===== src/rtl/fp_add_pkg.sv =====
// Shared constants, issue-register record and small field helpers for the
// two-requester floating-point adder arbiter.
package fp_add_pkg;

  localparam int EXP_W = 8;
  localparam int MAN_W = 23;
  localparam int SIG_W = 24;
  localparam int FP_W  = 32;

  // Issue register contents: operand pair, owning requester and occupancy.
  typedef struct packed {
    logic [FP_W-1:0] a;
    logic [FP_W-1:0] b;
    logic            tag;
    logic            valid;
  } issue_t;

  // Which requester wins when both are eligible.
  typedef enum logic {
    PRIO_REQ0 = 1'b0,
    PRIO_REQ1 = 1'b1
  } prio_e;

  // Biased exponent field of a single-precision word.
  function automatic logic [EXP_W-1:0] fp_exp(input logic [FP_W-1:0] x);
    return x[FP_W-2:MAN_W];
  endfunction

  // Significand with the hidden leading one restored.
  function automatic logic [SIG_W-1:0] fp_sig(input logic [FP_W-1:0] x);
    return {1'b1, x[MAN_W-1:0]};
  endfunction

endpackage


===== src/rtl/fp_add_core.sv =====
// Combinational positive-only single-precision adder: align the smaller
// operand by truncating right shift, add significands, renormalise on carry.
module fp_add_core
  import fp_add_pkg::*;
(
  input  logic [FP_W-1:0] a,
  input  logic [FP_W-1:0] b,
  output logic [FP_W-1:0] sum
);

  logic [EXP_W-1:0] big_exp_s;
  logic [EXP_W-1:0] small_exp_s;
  logic [SIG_W-1:0] big_sig_s;
  logic [SIG_W-1:0] small_sig_s;
  logic [EXP_W-1:0] diff_s;
  logic [SIG_W-1:0] shifted_s;
  logic [SIG_W:0]   add_s;
  logic [EXP_W-1:0] res_exp_s;
  logic [MAN_W-1:0] res_man_s;

  // Order operands by exponent, align, add and normalise; ties pick a, which
  // gives the same result as picking b because no shift happens.
  always_comb begin
    big_exp_s   = fp_exp(a);
    small_exp_s = fp_exp(b);
    big_sig_s   = fp_sig(a);
    small_sig_s = fp_sig(b);
    if (fp_exp(a) >= fp_exp(b)) begin
      big_exp_s   = fp_exp(a);
      small_exp_s = fp_exp(b);
      big_sig_s   = fp_sig(a);
      small_sig_s = fp_sig(b);
    end else begin
      big_exp_s   = fp_exp(b);
      small_exp_s = fp_exp(a);
      big_sig_s   = fp_sig(b);
      small_sig_s = fp_sig(a);
    end

    diff_s = big_exp_s - small_exp_s;
    if (diff_s >= 8'd24) begin
      shifted_s = {SIG_W{1'b0}};
    end else begin
      shifted_s = small_sig_s >> diff_s;
    end

    add_s = {1'b0, big_sig_s} + {1'b0, shifted_s};
    if (add_s[SIG_W]) begin
      res_exp_s = big_exp_s + 8'd1;
      res_man_s = add_s[SIG_W-1:1];
    end else begin
      res_exp_s = big_exp_s;
      res_man_s = add_s[MAN_W-1:0];
    end

    sum = {1'b0, res_exp_s, res_man_s};
  end

endmodule


===== src/rtl/fp_add_arbiter.sv =====
// Two requesters share one adder: round-robin grant into an issue register,
// then the sum lands in a per-requester result slot held until consumed.
module fp_add_arbiter
  import fp_add_pkg::*;
#(
  parameter int RR_INIT = 0
) (
  input  logic            clk,
  input  logic            rst,
  input  logic            req0_valid,
  output logic            req0_ready,
  input  logic [FP_W-1:0] req0_a,
  input  logic [FP_W-1:0] req0_b,
  input  logic            req1_valid,
  output logic            req1_ready,
  input  logic [FP_W-1:0] req1_a,
  input  logic [FP_W-1:0] req1_b,
  output logic            rsp0_valid,
  input  logic            rsp0_ready,
  output logic [FP_W-1:0] rsp0_sum,
  output logic            rsp1_valid,
  input  logic            rsp1_ready,
  output logic [FP_W-1:0] rsp1_sum,
  output logic            busy
);

  localparam prio_e PRIO_INIT = (RR_INIT == 0) ? PRIO_REQ0 : PRIO_REQ1;

  issue_t          issue_r;
  issue_t          issue_nxt_s;
  prio_e           prio_r;
  prio_e           prio_nxt_s;
  logic            rsp0_valid_r;
  logic            rsp1_valid_r;
  logic [FP_W-1:0] rsp0_sum_r;
  logic [FP_W-1:0] rsp1_sum_r;
  logic [FP_W-1:0] core_sum_s;
  logic            elig0_s;
  logic            elig1_s;
  logic            grant0_s;
  logic            grant1_s;
  logic            wr0_s;
  logic            wr1_s;
  logic            cons0_s;
  logic            cons1_s;

  fp_add_core u_core (
    .a   (issue_r.a),
    .b   (issue_r.b),
    .sum (core_sum_s)
  );

  // Eligibility, single-winner grant and next issue/priority state.
  always_comb begin
    cons0_s = rsp0_valid_r && rsp0_ready;
    cons1_s = rsp1_valid_r && rsp1_ready;
    wr0_s   = issue_r.valid && (issue_r.tag == 1'b0);
    wr1_s   = issue_r.valid && (issue_r.tag == 1'b1);
    elig0_s = req0_valid && !wr0_s && (!rsp0_valid_r || cons0_s);
    elig1_s = req1_valid && !wr1_s && (!rsp1_valid_r || cons1_s);

    grant0_s = 1'b0;
    grant1_s = 1'b0;
    if (elig0_s && elig1_s) begin
      grant0_s = (prio_r == PRIO_REQ0);
      grant1_s = (prio_r == PRIO_REQ1);
    end else begin
      grant0_s = elig0_s;
      grant1_s = elig1_s;
    end

    issue_nxt_s       = issue_r;
    issue_nxt_s.valid = 1'b0;
    prio_nxt_s        = prio_r;
    if (grant0_s) begin
      issue_nxt_s = '{a: req0_a, b: req0_b, tag: 1'b0, valid: 1'b1};
      prio_nxt_s  = PRIO_REQ1;
    end else if (grant1_s) begin
      issue_nxt_s = '{a: req1_a, b: req1_b, tag: 1'b1, valid: 1'b1};
      prio_nxt_s  = PRIO_REQ0;
    end else begin
      issue_nxt_s.valid = 1'b0;
      prio_nxt_s        = prio_r;
    end
  end

  // Issue register and round-robin priority.
  always_ff @(posedge clk or posedge rst) begin
    if (rst) begin
      issue_r <= '{a: 32'h0000_0000, b: 32'h0000_0000, tag: 1'b0, valid: 1'b0};
      prio_r  <= PRIO_INIT;
    end else begin
      issue_r <= issue_nxt_s;
      prio_r  <= prio_nxt_s;
    end
  end

  // Result slot 0: filled from the adder, emptied on consumption.
  always_ff @(posedge clk or posedge rst) begin
    if (rst) begin
      rsp0_valid_r <= 1'b0;
      rsp0_sum_r   <= 32'h0000_0000;
    end else if (wr0_s) begin
      rsp0_valid_r <= 1'b1;
      rsp0_sum_r   <= core_sum_s;
    end else if (cons0_s) begin
      rsp0_valid_r <= 1'b0;
    end
  end

  // Result slot 1: filled from the adder, emptied on consumption.
  always_ff @(posedge clk or posedge rst) begin
    if (rst) begin
      rsp1_valid_r <= 1'b0;
      rsp1_sum_r   <= 32'h0000_0000;
    end else if (wr1_s) begin
      rsp1_valid_r <= 1'b1;
      rsp1_sum_r   <= core_sum_s;
    end else if (cons1_s) begin
      rsp1_valid_r <= 1'b0;
    end
  end

  // Output drive; grants are masked while reset is asserted.
  always_comb begin
    req0_ready = grant0_s && !rst;
    req1_ready = grant1_s && !rst;
    rsp0_valid = rsp0_valid_r;
    rsp1_valid = rsp1_valid_r;
    rsp0_sum   = rsp0_sum_r;
    rsp1_sum   = rsp1_sum_r;
    busy       = issue_r.valid || rsp0_valid_r || rsp1_valid_r;
  end

endmodule


===== config.mk =====
export PLATFORM = sky130hd
export DESIGN_NAME = fp_add_arbiter
export DESIGN_NICKNAME = d
export VERILOG_FILES = /design/src/rtl/fp_add_pkg.sv /design/src/rtl/fp_add_core.sv /design/src/rtl/fp_add_arbiter.sv
export SDC_FILE = /design/constraint.sdc
export NUM_CORES = 1
export LEC_CHECK = 0
export CAP_MARGIN = 40
export CORE_AREA = 8 8 142 144
export CTS_CLUSTER_SIZE = 28
export DETAILED_ROUTE_END_ITERATION = 10
export DIE_AREA = 0 0 150 152
export GPL_TIMING_DRIVEN = 0
export PLACE_DENSITY = 0.87
export RECOVER_POWER = 50
export SETUP_SLACK_MARGIN = 0.4
export SLEW_MARGIN = 30
export SYNTH_ARGS = -nofsm -noshare
export SYNTH_HDL_FRONTEND = slang
export SYNTH_SLANG_ARGS = --single-unit
export TNS_END_PERCENT = 20

===== constraint.sdc =====
create_clock -name clk -period 10.6 [get_ports clk]
set_clock_uncertainty 0.2 [all_clocks]
set_input_delay 1.59 -clock clk [delete_from_list [all_inputs] [get_ports clk]]
set_output_delay 1.59 -clock clk [all_outputs]
set_load 0.02 [all_outputs]

==> run_results.csv <==
group,metric,value,unit
final_layout,syn_to_final_growth,31.0,%
setup_path,cp_max_fo,10,
detailed_routing,wirelength,29200,um
logic_synthesis,synth_edf_count,0,
setup_path,worst-r2r-setup-slack,1.0,ns
logic_synthesis,syn_avg_cell_area,8.67,um2
global_routing,grt_pass1_vias,8976,
detailed_routing,ant_nets,0,
setup_path,cpPeakStageDelay,0.51,ns
logic_synthesis,synth_cells,1052,
setup_path,worstReg2RegStart,"issue_r[57]",
final_layout,layout_common_cells,"clkdlybuf4s50_1, nor2_1, dfrtp_1, nand2_1, mux2i_1",
hold_path,hp-class,"reg2reg",
floorplan,num_rows,49,
logic_synthesis,synth.cell_area,0.00912,mm2
final_layout,finalNetCount,1438,
setup_path,path_class,"reg2reg",
placed_design,dp_slack,0.701,ns
floorplan,design.die.area,0.0228,mm2
timing,hold_viol,0,
floorplan,start_util,51.3,%
hold_path,hold_depth,2,
timing,report.final.slew_viol_count,132,
setup_path,timing.critical_path.buf_inv,9,
floorplan,die_w,150,um
placed_design,gp_routability_congestion,0.949,
global_routing,antenna_found_initial,0,
timing,fmax,104,MHz
detailed_routing,routedWlPerCell,19.3,um
final_layout,layout-drive-gt1-share,8.03,%
timing,layout_worst_path_cycle_share,90.6,%
detailed_routing,drtPass1Iterations,5,
timing,setup_viol,0,
global_routing,grt_pass1_wl,47100,um
global_routing,grt_usage,25.4,%
logic_synthesis,ys_types,73,
setup_path,r2r-end,"rsp1_sum[30]",
setup_path,critPathRequiredTime,10.69,ns
cts,cts-buffers-inserted,17,
floorplan,pin_count,203,
floorplan,fp.dieH,152,um
global_routing,grt.overflow.total,0,
timing,min_period,9.60,ns
logic_synthesis,ys_warn_count,0,
timing,rsz0062_at_grt,"false",
cts,cts_tree,"yes",
global_routing,grt_max_degree,72,
setup_path,startpoint_type,"flip-flop",
detailed_routing,viasPerCell,5.91,
run_status,outcome,"finished with violations",
setup_path,crit_top_cell,"o21ai_0",
timing,worst_slack,0.996,ns
final_layout,final_area,0.0119,mm2
final_layout,final_common_cell,"clkdlybuf4s50_1",
detailed_routing,vias,8935,
job,cap_violations,2,
logic_synthesis,async_flop_share,100,%
setup_path,r2r_cells,35,
logic_synthesis,seq_area_frac_synth,35.4,%
cts,cts_setup_buffers,0,
detailed_routing,drc,0,
final_layout,num_antenna_cells,0,
setup_path,cp.arrival,9.70,ns
cts,clockBufferDepth,2,
floorplan,placeableCoreArea,0.0178,mm2
logic_synthesis,synthFlopType,"dfrtp_1",
cts,clk_latency,0.42,ns
placed_design,dpl_cell_area,0.0114,mm2
cts,root_buffer,"clkbuf_16",
hold_path,hold-path-endpoint,"rsp0_sum[4]",
run_status,violations,"max-capacitance violations, max-slew violations",
cts,cts.sinks,129,
cts,path_clk_slew,0.06,ns
timing,setup-tns-final,0,ns
timing,hold_ws,0.267,ns
detailed_routing,drt_iter0_drc,624,
cts,cts.htree.levels,4,
timing,slew_headroom,-144,%
placed_design,hpwlAfterDp,23100,um
placed_design,io_buffers,196,
logic_synthesis,ys_ff_latch,129,
setup_path,cp-end-kind,"flip-flop",
hold_path,hp-start,"rsp0_sum[4]",
setup_path,cp_top_family,"compound AO/OA/AOI/OAI gates",
timing,worst_pin_slew,3.66,ns
setup_path,slowest_stage,"clkbuf_1",
-- metal layers --
layer / up-vias / global-route usage (%) / part of all wire, %
li1: 4227 / - / -
met1: 4263 / 33.4 / 43
met2: 405 / 41.0 / 47
met3: 40 / 6.00 / 7.9
met4: 0 / 6.86 / 1.8
met5: - / 0 / 0
-- through the flow --
stage / std cells / utilization, %
6_report: 1511 / 67.2
2_1_floorplan: 1053 / -
4_1_cts: 1510 / 67.3
5_1_grt: 1511 / 67.2
3_5_place_dp: 1479 / 64.1
3_3_place_gp: 1478 / 63.9
-- layout make-up --
| type | count | area, um2 |
|---|---|---|
| well taps | 229 | 287 |
| flip-flops and latches | 129 | 3230 |
| repair buffers | 198 | 1970 |
| multi-input cells | 835 | 5510 |
| clock buffers | 20 | 447 |
| inverters | 25 | 95.1 |
| clock inverters | 11 | 115 |
| fillers | 1474 | 5840 |
| plain buffers | 64 | 292 |
-- cell usage after synthesis, types with 6 or more instances --
library cell  count  area (um2)
buf_1             6        22.5
nor2b_1           7        43.8
a21o_1           12        90.1
ha_1             33         413
inv_1            24        90.1
dfrtp_1         129        3230
or3_1             6        37.5
mux2_2           31         349
nand2_1         104         390
a211o_1           6        52.6
o21a_1            8        60.1
and3_1            8        50.1
clkbuf_1         45         169
nand3_1          22         110
mux4_2            6         135
xor2_1           11        96.3
o21ai_0          74         370
mux2i_1          97         971
o21ai_1           9        45.0
nor2_1          163         612
xnor2_1          18         158
and2_1            6        37.5
a21oi_1          42         210
o22ai_1          62         388
nand2b_1         13        81.3
a211oi_1         10        75.1
-- cells by family after synthesis --
family	Yosys count	share of synthesized area, %
other cells	1	0.0411
xor+xnor	29	2.79
compound gates	273	19.1
buf+inv	89	4.20
mux	134	16.0
flops	129	35.4
simple gates	363	17.7
fa+ha+maj	34	4.75
-- flip-flops by register name, summed over array words and instances (netlist names) --
signal and count:
rsp1_sum 31, rsp0_valid 1, rsp0_sum 31, rsp1_valid 1, issue_r 64, prio_r 1
-- tightest hold or removal path, cell delays in order, from the launching register on --
cell and delay [ns]:
dfrtp_1 0.33, nand2_1 0.05, o21ai_0 0.06
-- repair_timing --
item / in CTS / in global routing
endpoints found under the setup margin: 0 / 56
resized for setup: 0 / 3
hold buffers: 0 / 0
-- how the worst max path moves through the flow --
stage / start / end / slack [ns] / cells past startpoint
4_1_cts: issue_r[57] / rsp1_sum[30] / 0.64 / 35
6_report: issue_r[57] / rsp1_sum[30] / 1.0 / 35
2_1_floorplan: issue_r[25] / rsp1_sum[26] / 2.54 / 34
3_5_place_dp: issue_r[57] / rsp1_sum[30] / 0.70 / 35
3_3_place_gp: issue_r[57] / rsp1_sum[30] / 0.83 / 35
5_1_grt: issue_r[57] / rsp1_sum[30] / 0.44 / 35
Power is left out: the tool's default activity adds up to more than one toggle a clock period on the data nets, which glitch-free logic cannot reach.
